===== src/rtl/uart_rx_fifo_pkg.sv =====
// Shared UART constants and helpers used by the receiver and the receive FIFO.
// Holds the byte width, the default FIFO depth and the occupancy-update encoding.
package uart_rx_fifo_pkg;

   localparam int UART_DW         = 8;
   localparam int UART_FIFO_DEPTH = 16;

   // Occupancy change produced by one cycle of write/pop activity.
   typedef enum logic [1:0] {
      CNT_HOLD = 2'b00,
      CNT_INC  = 2'b01,
      CNT_DEC  = 2'b10
   } cnt_op_e;

   function automatic bit is_pow2(input int value);
      return (value > 0) && ((value & (value - 1)) == 0);
   endfunction

   function automatic cnt_op_e cnt_op(input logic wr_en, input logic rd_en);
      cnt_op_e op;
      op = CNT_HOLD;
      if (wr_en && !rd_en) op = CNT_INC;
      else if (!wr_en && rd_en) op = CNT_DEC;
      return op;
   endfunction

endpackage


===== src/rtl/uart_rx_fifo_ctrl.sv =====
// Pointer, occupancy and overflow control for the UART receive FIFO.
// Optional synchronous flush input when UART_RX_FIFO_FLUSH_EN is defined.
module uart_rx_fifo_ctrl
   import uart_rx_fifo_pkg::*;
#(
   parameter int AW = 4
) (
   input  logic          clk,
   input  logic          reset,
   input  logic          locked,
   input  logic          wr_tick,
   input  logic          rd_pop,
   input  logic          ovf_clr,
`ifdef UART_RX_FIFO_FLUSH_EN
   input  logic          flush,
`endif
   output logic          wr_en,
   output logic [AW-1:0] wr_ptr,
   output logic [AW-1:0] rd_ptr,
   output logic [AW:0]   count,
   output logic          full,
   output logic          rd_valid,
   output logic          overflow
);

   localparam logic [AW-1:0] PTR_ONE  = {{(AW-1){1'b0}}, 1'b1};
   localparam logic [AW:0]   CNT_ONE  = {{AW{1'b0}}, 1'b1};
   localparam logic [AW:0]   CNT_FULL = {1'b1, {AW{1'b0}}};

   logic    rd_en;
   logic    ovf_set;
   cnt_op_e op;

   // Flags come straight from the registered count, so nothing on the write
   // side reaches the read side within the same cycle.
   assign full     = (count == CNT_FULL);
   assign rd_valid = (count != '0);

   // A pop on a full FIFO frees the slot the write needs in the same edge.
   assign wr_en   = wr_tick && locked && (!full || rd_pop);
   assign rd_en   = rd_pop && rd_valid;
   assign ovf_set = wr_tick && locked && full && !rd_pop;
   assign op      = cnt_op(wr_en, rd_en);

   always_ff @(posedge clk or posedge reset) begin
      if (reset) begin
         wr_ptr   <= '0;
         rd_ptr   <= '0;
         count    <= '0;
         overflow <= 1'b0;
      end
`ifdef UART_RX_FIFO_FLUSH_EN
      else if (flush) begin
         wr_ptr   <= '0;
         rd_ptr   <= '0;
         count    <= '0;
         overflow <= 1'b0;
      end
`endif
      else begin
         if (wr_en) wr_ptr <= wr_ptr + PTR_ONE;
         if (rd_en) rd_ptr <= rd_ptr + PTR_ONE;
         case (op)
            CNT_INC: count <= count + CNT_ONE;
            CNT_DEC: count <= count - CNT_ONE;
            default: count <= count;
         endcase
         // A dropped byte outranks a same-cycle clear so the loss is never hidden.
         if (ovf_set)      overflow <= 1'b1;
         else if (ovf_clr) overflow <= 1'b0;
      end
   end

endmodule


===== src/rtl/uart_rx_fifo.sv =====
// UART receive byte FIFO: first-word-fall-through read side, sticky overflow.
// Define UART_RX_FIFO_FLUSH_EN to add the synchronous flush input.
module uart_rx_fifo
   import uart_rx_fifo_pkg::*;
#(
   parameter int DW    = UART_DW,
   parameter int DEPTH = UART_FIFO_DEPTH
) (
   input  logic                     clk,
   input  logic                     reset,
   input  logic                     locked,
   input  logic                     wr_tick,
   input  logic [DW-1:0]            wr_data,
   input  logic                     rd_pop,
   output logic [DW-1:0]            rd_data,
   output logic                     rd_valid,
   output logic                     full,
   output logic [$clog2(DEPTH):0]   count,
   output logic                     overflow,
   input  logic                     ovf_clr
`ifdef UART_RX_FIFO_FLUSH_EN
   ,
   input  logic                     flush
`endif
);

   localparam int AW = $clog2(DEPTH);

   if (!is_pow2(DEPTH) || DEPTH < 2) begin : g_bad_depth
      $error("uart_rx_fifo: DEPTH must be a power of two and at least 2");
   end

   logic [DW-1:0] mem [DEPTH];
   logic          wr_en;
   logic [AW-1:0] wr_ptr;
   logic [AW-1:0] rd_ptr;

   uart_rx_fifo_ctrl #(
      .AW (AW)
   ) u_ctrl (
      .clk      (clk),
      .reset    (reset),
      .locked   (locked),
      .wr_tick  (wr_tick),
      .rd_pop   (rd_pop),
      .ovf_clr  (ovf_clr),
`ifdef UART_RX_FIFO_FLUSH_EN
      .flush    (flush),
`endif
      .wr_en    (wr_en),
      .wr_ptr   (wr_ptr),
      .rd_ptr   (rd_ptr),
      .count    (count),
      .full     (full),
      .rd_valid (rd_valid),
      .overflow (overflow)
   );

   // Storage is intentionally not reset; the control block's count says what is live.
   always_ff @(posedge clk) begin
      if (wr_en) mem[wr_ptr] <= wr_data;
   end

   assign rd_data = rd_valid ? mem[rd_ptr] : '0;

endmodule


===== config.mk =====
export PLATFORM = sky130hd
export DESIGN_NAME = uart_rx_fifo
export DESIGN_NICKNAME = d
export VERILOG_FILES = /design/src/rtl/uart_rx_fifo_pkg.sv /design/src/rtl/uart_rx_fifo_ctrl.sv /design/src/rtl/uart_rx_fifo.sv
export SDC_FILE = /design/constraint.sdc
export NUM_CORES = 1
export LEC_CHECK = 0
export ABC_AREA = 1
export CAP_MARGIN = 20
export CORE_MARGIN = 5
export CORE_UTILIZATION = 50
export DETAILED_ROUTE_END_ITERATION = 10
export GPL_TIMING_DRIVEN = 0
export PLACE_DENSITY_LB_ADDON = 0.12
export SYNTH_ARGS = -nofsm -noshare
export SYNTH_HDL_FRONTEND = slang
export SYNTH_HIERARCHICAL = 1
export SYNTH_SLANG_ARGS = --single-unit

===== constraint.sdc =====
create_clock -name clk -period 5.5 [get_ports clk]
set_input_delay 1.375 -clock clk [delete_from_list [all_inputs] [get_ports clk]]
set_output_delay 1.375 -clock clk [all_outputs]
set_load 0.05 [all_outputs]

==> impl_metrics.py <==
metrics = {
    "global_routing": {
        "met1_usage_pct": 27.28,
        "grt_pass1_vias": 4450,
        "grt_use_met2_pct": 34.13,
        "grt_busiest_layer": "met2",
        "grt_overflow_total": 0,
        "use_met3_pct": 4.803,
        "grt_pass1_wl_um": 23220,
        "antenna_found_initial": 0,
        "grt_usage_pct": 21.26,
        "grt_max_degree": 17,
    },
    "cts": {
        "clk_pin_slew_ns": 0.06,
        "cts_max_level": 4,
        "cts_sinks": 142,
        "cts_resized": 0,
        "cts_tree": "done",
        "cts_buffer_depth": 2,
        "cts_setup_buffers": 0,
        "numCtsBuffers": 17,
        "hold_buffers": 0,
        "insertion_delay_ns": 0.42,
        "cts-root-buf": "clkbuf_16",
    },
    "worst_setup_path": {
        "cp_max_fo": 10,
        "criticalPathCategory": "reg -> out",
        "cp-start-kind": "register",
        "end_kind": "output port",
        "reg2reg_setup_slack_ns": 3.28,
        "cp.required_ns": 4.12,
        "cp.arrival_ns": 2.84,
    },
    "cells_and_area": {
        "antenna_cells": 0,
        "area_growth_pct": 17.36,
        "drive_above_1_share_pct": 8.696,
        "final_nets": 699,
        "fill_cells": 1075,
    },
    "place": {
        "gp_congestion": 0.9816,
        "portBuffers": 29,
        "post-dp-hpwl_um": 9908,
    },
    "floorplan": {
        "core_um2": 12570,
        "die_w_um": 123.0,
        "ioPinCount": 30,
        "rows": 41,
        "start_util_pct": 50.81,
        "die_y_um": 123.0,
        "die-area_um2": 15130,
    },
    "yosys": {
        "synth.distinct_cells": 27,
        "synth_cells": 630,
        "ys_seq_area_share_pct": 65.67,
        "yosysWarnings": 6,
        "synth_area_um2": 6386,
        "syn_avg_cell_area_um2": 10.14,
        "ys_ff_latch": 142,
        "synth_nets": 651,
    },
    "drt": {
        "wl_per_cell_um": 16.97,
        "ant_nets": 0,
        "vias": 4372,
        "drt_first_pass_iters": 5,
        "wirelength_um": 14630,
        "drc": 0,
        "viasPerCell": 5.072,
        "drt-initial-drc-count": 277,
    },
    "sta": {
        "rsz0062_at_grt": "no",
        "maxSlewHeadroom_pct": 42.03,
        "fmax_ghz": 0.2372,
        "timing.final.crit_share_pct": 76.64,
        "worst_pin_slew_ns": 0.8664,
        "fin_setup_tns_ns": 0,
        "hold_viol_final": 0,
        "whs_ns": 0.5565,
        "maxSlewViolCount": 0,
        "setup_viol_count_final": 0,
        "clock_skew_ns": 0.007946,
        "min_period_ns": 4.215,
    },
    "power": {
        "p_leak_nw": 3.200,
        "p_total_mw": 4.245,
        "ir_worst_vdd_v": 0.0002916,
        "powerDensity_nw_per_um2": 566.4,
    },
    "hold_path": {
        "hp-class": "reg -> reg",
    },
    "run_status": {
        "status": "finished, final reports clean",
    },
    "job": {
        "maxCapViolCount": 0,
    },
}
## cell usage in the layout (no fill, tap or decap), types with 4 or more instances in the layout
cell             instances
clkdlybuf4s50_1         29
ha_1                     6
nand3_1                 91
edfxtp_1               128
nand2_1                235
nor2_1                  19
clkbuf_1                 4
xnor2_1                  4
dfrtp_1                 14
a21oi_1                  9
bufinv_16                4
inv_1                   80
buf_6                    5
clkbuf_16               17
buf_2                   15
## per-stage QoR
step                setup WS (ns)  utilization (%)  instances  cell area [µm²]
detailed placement          1.741            54.83        831             6892
CTS                         1.277            59.63        862             7495
global placement            1.772            54.83        831             6892
finish                      1.285            59.63        862             7495
global route                1.061            59.63        862             7495
floorplan                   2.034                -        630             6386
## cell type report
| class | count | area, µm² | share of cell area (%) |
|---|---|---|---|
| Clock buffer | 19 | 432.9 | 5.776 |
| Multi-Input combinational cell | 380 | 1720 | 22.95 |
| Clock inverter | 12 | 170.2 | 2.270 |
| Buffer | 24 | 153.9 | 2.053 |
| Timing Repair Buffer | 29 | 290.3 | 3.873 |
| Sequential cell | 142 | 4194 | 55.96 |
| Inverter | 84 | 317.8 | 4.240 |
| Tap cell | 172 | 215.2 | 2.871 |
## logic make-up (layout without fill, tap and decap cells)
kind of cell | count (synthesis) | after routing | synth area share (%)
AND/OR/NAND/NOR | 356 | 356 | 23.81
flip-flops | 142 | 142 | 65.67
buffers and inverters | 108 | 168 | 7.386
AO/OA/AOI/OAI | 12 | 12 | 0.9599
adder cells (fa/ha/maj) | 7 | 7 | 1.489
XOR/XNOR | 5 | 5 | 0.6857
## cells in the mapped netlist (all sizes together)
cell type	instances	area, µm²
nand4	2	27.53
nand2	237	904.6
nand3	92	465.5
edfxtp	128	3844
inv	84	317.8
ha	6	75.07
dfrtp	14	350.3
xnor2	4	35.03
o21ai	2	10.00
nand3b	3	22.52
xor2	1	8.760
nor2	21	93.84
fa	1	20.02
or2	1	6.260
clkbuf	2	7.510
o22ai	1	6.260
a21oi	9	45.04
buf	22	146.4
## per-layer routing
| layer | routed length (µm) | part of all wire, % |
|---|---|---|
| met2 | 6983 | 48 |
| met5 | 0 | 0 |
| met4 | 528 | 3.6 |
| met3 | 847 | 5.8 |
| met1 | 6269 | 43 |
## critical path, stage by stage (launching register included)
cell	delay (ns)
dfrtp_1	0.46
inv_2	0.20
buf_2	0.24
nand2_1	0.07
nand2_1	0.09
nand2_1	0.06
nand3_1	0.12
nand3_1	0.14
a21oi_1	0.20
clkdlybuf4s50_1	0.83
## flip-flops by register name, indices dropped and copies added, names as in the netlist
register         count
mem                128
u_ctrl/count         5
u_ctrl/overflow      1
u_ctrl/rd_ptr        4
u_ctrl/wr_ptr        4
## path summary, 6_finish.rpt
path | from | to | depth (start not counted)
max in group asynchronous | reset | u_ctrl/rd_ptr[3] | 2
setup reg to reg | u_ctrl/count[0] | u_ctrl/count[4] | 11
hold reg to reg | u_ctrl/overflow | u_ctrl/overflow | 2
hold / removal | u_ctrl/overflow | u_ctrl/overflow | 2
setup / recovery | u_ctrl/rd_ptr[0] | rd_data[1] | 9
min in group asynchronous | reset | u_ctrl/wr_ptr[1] | 2
## where the power goes
part           internal (mW)  switching [mW]  total (mW)
clock                  0.751           0.414        1.16
combinational          0.552            1.17        1.72
sequential              1.27          0.0910        1.36
total                   2.57            1.67        4.24
(Power assumes the default switching activity.)
